## src/rtl/pipe_adder.sv

```systemverilog
// pipe_adder: pipelined ripple-carry adder/subtractor, one CHUNK per stage, valid/ready flow control
module pipe_adder #(
  parameter int WIDTH  = 32,
  parameter int STAGES = 4,
  parameter int TAG_W  = 4
) (
  input  logic             i_clk,
  input  logic             i_rst,
  input  logic             i_valid,
  output logic             o_ready,
  input  logic [WIDTH-1:0] i_op1,
  input  logic [WIDTH-1:0] i_op2,
  input  logic             i_cin,
  input  logic             i_sub,
  input  logic [TAG_W-1:0] i_tag,
  output logic             o_valid,
  input  logic             i_ready,
  output logic [WIDTH-1:0] o_sum,
  output logic             o_cout,
  output logic             o_ovf,
  output logic             o_zero,
  output logic [TAG_W-1:0] o_tag
);
  localparam int CHUNK = WIDTH / STAGES;
  localparam int CW = CHUNK + 1;
  logic [STAGES-1:0] v_q, v_d, c_q, c_d, acc;
  logic [WIDTH-1:0] a_q [STAGES];
  logic [WIDTH-1:0] a_d [STAGES];
  logic [WIDTH-1:0] b_q [STAGES];
  logic [WIDTH-1:0] b_d [STAGES];
  logic [WIDTH-1:0] s_q [STAGES];
  logic [WIDTH-1:0] s_d [STAGES];
  logic [TAG_W-1:0] t_q [STAGES];
  logic [TAG_W-1:0] t_d [STAGES];
  logic ovf_q, ovf_d, zero_q, zero_d;
  logic nxt, pv, pc, cc, ld;
  logic [WIDTH-1:0] pa, pb, ps, sum;
  logic [TAG_W-1:0] pt;
  logic [CHUNK-1:0] chunk;
  // ready ripples from the output back to stage 0; an empty stage always accepts
  always_comb begin
    nxt = i_ready;
    acc = '0;
    for (int k = STAGES - 1; k >= 0; k--) begin
      acc[k] = !v_q[k] || nxt;
      nxt = acc[k];
    end
  end
  // p* carry the view of the previous stage's register; stage 0 sees the transformed inputs
  always_comb begin
    pv = i_valid;
    pa = i_op1;
    pb = i_sub ? ~i_op2 : i_op2;
    pc = i_cin ^ i_sub;
    ps = '0;
    pt = i_tag;
    cc = 1'b0;
    chunk = '0;
    sum = '0;
    ld = 1'b0;
    v_d = v_q;
    c_d = c_q;
    a_d = a_q;
    b_d = b_q;
    s_d = s_q;
    t_d = t_q;
    ovf_d = ovf_q;
    zero_d = zero_q;
    for (int k = 0; k < STAGES; k++) begin
      {cc, chunk} = CW'(pa[k*CHUNK +: CHUNK]) + CW'(pb[k*CHUNK +: CHUNK]) + CW'(pc);
      sum = ps;
      sum[k*CHUNK +: CHUNK] = chunk;
      ld = acc[k] && pv;
      v_d[k] = acc[k] ? pv : v_q[k];
      c_d[k] = ld ? cc : c_q[k];
      a_d[k] = ld ? pa : a_q[k];
      b_d[k] = ld ? pb : b_q[k];
      s_d[k] = ld ? sum : s_q[k];
      t_d[k] = ld ? pt : t_q[k];
      if (k == STAGES - 1) begin
        ovf_d = ld ? (pa[WIDTH-1] == pb[WIDTH-1]) && (sum[WIDTH-1] != pa[WIDTH-1]) : ovf_q;
        zero_d = ld ? ~|sum : zero_q;
      end
      pv = v_q[k];
      pa = a_q[k];
      pb = b_q[k];
      pc = c_q[k];
      ps = s_q[k];
      pt = t_q[k];
    end
  end
  always_ff @(posedge i_clk) begin
    if (i_rst) begin
      v_q <= '0;
      c_q <= '0;
      ovf_q <= 1'b0;
      zero_q <= 1'b0;
      for (int k = 0; k < STAGES; k++) begin
        a_q[k] <= '0;
        b_q[k] <= '0;
        s_q[k] <= '0;
        t_q[k] <= '0;
      end
    end else begin
      v_q <= v_d;
      c_q <= c_d;
      ovf_q <= ovf_d;
      zero_q <= zero_d;
      a_q <= a_d;
      b_q <= b_d;
      s_q <= s_d;
      t_q <= t_d;
    end
  end
  assign o_ready = acc[0];
  assign o_valid = v_q[STAGES-1];
  assign o_sum = s_q[STAGES-1];
  assign o_cout = c_q[STAGES-1];
  assign o_ovf = ovf_q;
  assign o_zero = zero_q;
  assign o_tag = t_q[STAGES-1];
endmodule

```

## config.mk

```make
export PLATFORM = sky130hd
export DESIGN_NAME = pipe_adder
export DESIGN_NICKNAME = d
export VERILOG_FILES = /design/src/rtl/pipe_adder.sv
export SDC_FILE = /design/constraint.sdc
export NUM_CORES = 1
export LEC_CHECK = 0
export BUFFER_PORTS_ARGS = -buffer_cell sky130_fd_sc_hd__buf_2
export CAP_MARGIN = 20
export CORE_UTILIZATION = 30
export CTS_CLUSTER_SIZE = 14
export DETAILED_ROUTE_END_ITERATION = 16
export SYNTH_ARGS = -nofsm -noshare
export SYNTH_HDL_FRONTEND = slang
export SYNTH_SLANG_ARGS = --single-unit
export TNS_END_PERCENT = 100
```

## constraint.sdc

```tcl
create_clock -name i_clk -period 5.8 [get_ports i_clk]
set_clock_uncertainty 0.2 [all_clocks]
set_input_delay 0.29 -clock i_clk [delete_from_list [all_inputs] [get_ports i_clk]]
set_output_delay 0.29 -clock i_clk [all_outputs]
set_load 0.02 [all_outputs]
```

==> results.md, run 1 <==
- HPWL Detailed: ~15 mm
- Row Count: 62
- Sequential Area: just over 4000 um^2
- CTS resizes: 0
- Post-synthesis compound-gate area fraction: between 15 and 20%
- Metal1 wirelength: between 10 and 15 mm
- Vias per cell: ~4.6
- Slowest-stage cell, CP: fa_1
- First-pass GRT wire length: approximately 35 mm
- Synth-to-layout area growth: 21.0%
- CP peak stage delay: around 0.52 ns
- Most frequent cells in the layout: 315 x nand2_1, 202 x dfxtp_1, 171 x a21oi_1
- WL/cell: about 13 um
- Slew @ Worst Pin: ~1.1 ns
- CP Class: reg -> reg
- Top layer reached by signal wires: met4
- Vias in the first global route: around 6700
- Post-synthesis instance total: around 1100
- I/O Pins: ~120
- Met3 WL post-DR: slightly above 800 um
- CP Launch Type: flop
- Routed wire length: 21.1 mm
- Req. time, crit path: approximately 6 ns
- Met2 wire len: 8.05 mm
- Syn Area/Cell: between 8 and 9 um^2
- PD cells: ~300 nW/um^2
- Residual DRC: 0
- Initial detailed-routing violation count: between 300 and 400
- EDFF count, synth: 0
- Clk sinks: slightly above 200
- Post-synthesis mux area share: less than 1%
- Top cell type's share of synthesized area: a little under half
- Commonest non-fill, non-tap cell in the layout: nand2_1
- GRT Overall Usage: between 10 and 15%
- Worst-path clk slew: around 0.06 ns
- Max VDD drop: 208 uV
- Setup_tns: 0 ns
- CTS Buf Count: 22
- Hold WS: between 0.02 and 0.03 ns
- Syn nets: ~1200
- Area of the multi-input gates: 4110 um^2
- Synthesis-stage register bit count: ~200
- Adder-Cell Fraction of Synth Area: just under 6%
- CTS H-tree depth: 1
- RePlAce Congestion: 0.776
- Pin count of the biggest net entering global routing: between 100 and 150
- Number of fill cells: 3047
- Setup WS pre-CTS: roughly 2.4 ns
- Worst path most repeated cell: fa_1
- Worst-path fanout max: 2
- Hold WC Path Type: in -> reg
- RSZ-0062 raised after global routing: no
- Post-synthesis sequential area ratio: around 46%
- Crit-path leading delay family: simple AND/OR/NAND/NOR gates
- Final Cycle Share: roughly 52%
- Power, Total: 0.00311 W
- Worst-path cell chain: fa_1, inv_1, fa_1, nor4b_1, nand4_1, nor4_2, nand4b_1, or4b_1, a21oi_1
- Chip height: approximately 170 um
- Core ar.: 28700 um^2
- Postcts setup bufs: 0
- # port buffers: around 110
- Crit path time final: 3.04 ns
- Initial antenna violation count: 0
- Crit end category: flop
- Nets: about 1300
- CTS tree: done
- Post-synthesis simple-gate area fraction: approximately a fifth
- Total congestion overflow: 0
- Vias: between 7000 and 8000
- Area leader, netlist: dfxtp_1
- Die Footprint: around 30000 um^2
- DR pass1 iterations: 5
- Post-synth cell types: 43
- Leak: between 4 and 5 nW
- Worst EP arrival: roughly 3.3 ns
- Die W: roughly 170 um
- Synth top area cells: dfxtp_1 46%, nand2_1 14%, a21oi_1 9.8%
- Max-Cap Viols: 0
- Post-synthesis xor/xnor area fraction: under 10%
- Clk root buf: clkbuf_16
- Status: completed
- Diodes inserted: 0
- Max Slew Vio Count: 0
- Ys Warns: 0
- Largest family of logic cells by synthesized area: simple AND/OR/NAND/NOR gates
- Top FF cell, synth: dfxtp_1
- Initial Util: about 31%
- Slew HR: 28.7%
- Clock buffer depth: 3
- Final setup fails: 0
- Ys async rst share: 0%
- Buf+Inv Stages, Crit Path: 1
- Worst-Skew Late Latency: just over 0.5 ns
- Post-route setup slack: ~2.8 ns
- Share of cells above drive strength 1: a little over an eighth
- Endpoints failing hold: 0
- Max Fclk: about 0.33 GHz
- Mapped Area: ~8800 um^2
- Routed Antenna Nets: 0
metal layers:
layer | vias to the layer above | GRT usage, %
li1 | 3775 | -
met1 | 3252 | 22.5
met2 | 159 | 18.9
met3 | 23 | 1.98
met4 | 0 | 3.39
met5 | - | 0
synthesized netlist by cell type (all sizes together) (2+ instances only):
master,instances
a21o,7
o211ai,5
nor4,10
ha,28
inv,19
nor2b,4
a311o,3
o31a,2
o21ai,6
xnor2,36
a211oi,32
o31ai,2
nand3,11
fa,8
nand3b,3
nor2,59
and2,5
clkbuf,47
nand4,2
and4,2
buf,61
o22ai,3
dfxtp,202
nand2b,4
nor3,11
o21bai,2
mux2i,2
xor2,15
nand2,315
a21oi,171
cell families (layout without fill, tap and decap cells):
group                    Yosys count  count (layout)
AO/OA/AOI/OAI                    237             237
adder cells (fa/ha/maj)           36              36
AND/OR/NAND/NOR                  432             432
flip-flops                       202             202
XOR/XNOR                          51              51
buffers and inverters            127             235
multiplexers                       2               2
layout make-up:
type,instances,share of cell area (%)
clock buffer,31,5.52
sequential,202,38.2
timing repair buffer,177,11.3
tap,384,4.54
inverter,19,0.673
multi-input combinational,758,38.8
clock inverter,8,0.980
final timing paths:
path | from | end | slack, ns | cells past startpoint
hold / removal | i_op1[7] | c_q[0]$_SDFFE_PP0P_ | 0.03 | 4
setup reg to reg | c_q[2]$_SDFFE_PP0P_ | o_zero$_SDFFE_PP0P_ | 2.76 | 9
hold reg to reg | o_tag[1]$_SDFFE_PP0P_ | o_tag[1]$_SDFFE_PP0P_ | 0.25 | 2
setup / recovery | c_q[2]$_SDFFE_PP0P_ | o_zero$_SDFFE_PP0P_ | 2.76 | 9
timing repair:
action,4_1_cts,5_1_grt
endpoints found under the setup margin,0,0
hold buffers,54,0
endpoints found under the hold margin,54,0
registers in the layout, indices dropped and copies added, names as in the netlist:
signal	count
v_q	4
s_q	48
o_zero	1
o_ovf	1
o_sum	32
b_q	48
t_q	12
o_tag	4
c_q	4
a_q	48
stage by stage:
step           instance area (um^2)  util [%]  instances
3_3_place_gp                   9350      32.6       1485
3_5_place_dp                   9350      32.6       1485
2_1_floorplan                  8760         -       1087
4_1_cts                       10600      36.8       1578
5_1_grt                       10600      36.9       1579
6_report                      10600      36.9       1579
report_power, final:
group          total [W]  leakage [nW]  internal (W)  switching (W)
logic           0.000297          2.12      0.000130       0.000166
registers        0.00147          1.64       0.00144      0.0000329
clock network    0.00134         0.333      0.000794       0.000546
worst reg2reg max path, cell delays in order, from the launching register on:
cell and delay, ns:
dfxtp_1 0.36, fa_1 0.23, inv_1 0.06, fa_1 0.52
nor4b_1 0.30, nand4_1 0.16, nor4_2 0.34, nand4b_1 0.13
or4b_1 0.51, a21oi_1 0.15
No activity file was read; power rests on OpenSTA's default activity.
==> inputs of run 2 (changes only) <==
==> constraint.sdc (replaced) <==
create_clock -name i_clk -period 2.9 [get_ports i_clk]
set_clock_uncertainty 0.2 [all_clocks]
set_input_delay 0.145 -clock i_clk [delete_from_list [all_inputs] [get_ports i_clk]]
set_output_delay 0.145 -clock i_clk [all_outputs]
set_load 0.02 [all_outputs]
==> run 2 against run 1 <==
Worst setup slack got worse by 2.6 ns. Combinational power grew 120%. Critical endpoint is now b_q[104]$_SDFFE_PP0P_. Sequential power grew 100%. Non-clock buffer count grew 36. Register-to-register slack worse by 2.6 ns. Sequential share of layout area is 1.3 points lower. Critical path depth down 3. First-iteration DRC count up 24%. Routed wire length up 2.4%. Clock-buffer cell count is the same.
==> results.md, run 2 (synthesis gave the netlist of run 1 again) <==
- Status: completed (unchanged)
- P_sw: 0.00151 W (was 0.000746 W)
- Switching share of power: 23.8% (was 24.0%)
- CTS H-tree depth: 1 (unchanged)
- Inst Count DP: 1494 (was 1485)
- Max Slew Vio Count: 0 (unchanged)
- Slew HR: 45.4% (was 28.7%)
- Clk root buf: clkbuf_16 (unchanged)
- Worst-path clk slew: 0.06 ns (about the same)
- Die Footprint: 29900 um^2 (unchanged)
- First-pass GRT wire length: 35.4 mm (was 34.7 mm)
- Leak: 4.30 nW (was 4.09 nW)
- # port buffers: 114 (unchanged)
- Die W: 173 um (unchanged)
- Worst EP arrival: 2.93 ns (was 3.25 ns)
- Max VDD drop: 346 uV (was 208 uV)
- Residual DRC: 0 (unchanged)
- Core ar.: 28700 um^2 (unchanged)
- Setup_tns: 0 ns (unchanged)
- WL/cell: 13.4 um (was 13.3 um)
- Initial antenna violation count: 0 (unchanged)
- Total congestion overflow: 0 (unchanged)
- Non-Filler Instances: 1614 (was 1579)
- Postcts setup bufs: 0 (unchanged)
- Initial Util: 30.5% (unchanged)
- I/O Pins: 115 (unchanged)
- CP Class: reg -> reg (unchanged)
- CP Launch Type: flop (unchanged)
- Share of cells above drive strength 1: 14.0% (was 13.3%)
- Req. time, crit path: 3.14 ns (was 6.01 ns)
- Clk sinks: 202 (unchanged)
- Clock buffer depth: 3 (unchanged)
- Commonest non-fill, non-tap cell in the layout: nand2_1 (unchanged)
- Pin count of the biggest net entering global routing: 80 (was 105)
- CTS tree: done (unchanged)
- Max-Cap Viols: 0 (unchanged)
- Chip height: 173 um (unchanged)
- DR pass1 iterations: 5 (unchanged)
- Max Fclk: 0.372 GHz (was 0.329 GHz)
- RSZ-0062 raised after global routing: no (unchanged)
- Synth-to-layout area growth: 25.4% (was 21.0%)
- Nets: 1326 (was 1290)
- GRT Overall Usage: 14.3% (was 13.9%)
- Final setup fails: 0 (unchanged)
- Row Count: 62 (unchanged)
- Crit path time final: 2.69 ns (was 3.04 ns)
- PD cells: 576 nW/um^2 (was 293 nW/um^2)
- RePlAce Congestion: 0.771 (was 0.776)
- Routed Antenna Nets: 0 (unchanged)
- Most frequent cells in the layout: 315 x nand2_1, 202 x dfxtp_1, 171 x a21oi_1 (unchanged)
- Hold WC Path Type: in -> reg (unchanged)
- HPWL Detailed: 15.4 mm (was 14.8 mm)
- Diodes inserted: 0 (unchanged)
- Clk pwr share: 43.4% (was 43.1%)
- Vias in the first global route: 6860 (was 6651)
- Part of the power in registers: 46.5% (was 47.3%)
- Vias per cell: 4.54 (was 4.57)
- Slew @ Worst Pin: 0.820 ns (was 1.07 ns)
- Crit end category: flop (unchanged)
- Worst-Skew Late Latency: 0.49 ns (was 0.51 ns)
- Final Cycle Share: 92.7% (was 52.4%)
- Cell internal pwr: 0.00482 W (was 0.00236 W)
- Vias: 7322 (was 7209)
- Endpoints failing hold: 0 (unchanged)
- Combinational power share: 10.2% (was 9.5%)
- CTS Buf Count: 22 (unchanged)
- Initial detailed-routing violation count: 458 (was 368)
- Top Registers: a_q x48, b_q x48, s_q x48 (unchanged)
- Worst-path fanout max: 17 (was 2)
- Routed wire length: 21.6 mm (was 21.1 mm)
run 2: cell count changes in the layout (fill, tap and decap cells not counted), sizes merged:
cell / before / now
buf: 123 / 131
clkinv: 5 / 3
bufinv: 2 / 1
clkinvlp: 1 / 2
dlygate4sd3: 54 / 82
inv: 19 / 20
run 2: metal layers:
metal,track usage (%),up-vias,routed length (um)
met2,19.8,165,8470
met5,0,-,0
met4,3.95,0,395
met1,22.5,3294,11800
met3,1.91,28,916
li1,-,3835,-
run 2: cell type report:
| cell class | count | area, um^2 |
|---|---|---|
| Clock buffer | 31 | 646 |
| Clock inverter | 7 | 71.3 |
| Fill cell | 3029 | 17700 |
| Inverter | 19 | 71.3 |
| Multi-Input combinational cell | 758 | 4120 |
| Sequential cell | 202 | 4040 |
| Tap cell | 384 | 480 |
| Timing Repair Buffer | 213 | 1550 |
run 2: worst max-delay path, cell delays in order (launching register included):
cell	delay, ns
dfxtp_1	0.37
and4b_1	0.44
nand2_1	0.18
nand2_1	0.51
nor2_1	0.11
a211oi_1	0.23
dlygate4sd3_1	0.58
run 2: repair_timing:
action,4_1_cts,5_1_grt
setup endpoints to repair,0,1
hold endpoints to repair,72,0
resized for setup,0,1
hold buffers,82,0
run 2: metrics by stage:
step	area, um^2	worst slack [ns]	total power [W]	utilization [%]	hold slack [ns]
2_1_floorplan	8760	0.120	0.00336	-	0.0624
3_5_place_dp	9440	0.0776	0.00355	32.9	0.196
5_1_grt	11000	0.0474	0.00660	38.3	0.136
6_report	11000	0.212	0.00633	38.3	0.0896
3_3_place_gp	9440	0.164	0.00354	32.9	0.194
4_1_cts	11000	0.0505	0.00640	38.2	0.0858
run 2: power by group through the flow:
stage          clock (W)  sequential [W]  combinational [W]
2_1_floorplan          0         0.00298           0.000387
3_3_place_gp           0         0.00300           0.000544
3_5_place_dp           0         0.00300           0.000552
4_1_cts          0.00282         0.00294           0.000646
5_1_grt          0.00293         0.00295           0.000721
6_report         0.00274         0.00294           0.000643
run 2: final timing paths:
path | endpoint | start | slack, ns | cells after the start
worst min-delay path | b_q[115]$_SDFFE_PP0P_ | i_sub | 0.09 | 4
worst min register to register | b_q[90]$_SDFFE_PP0P_ | b_q[122]$_SDFFE_PP0P_ | 0.25 | 2
worst max register to register | b_q[104]$_SDFFE_PP0P_ | v_q[3]$_SDFFE_PP0P_ | 0.21 | 6
worst max-delay path | b_q[104]$_SDFFE_PP0P_ | v_q[3]$_SDFFE_PP0P_ | 0.21 | 6
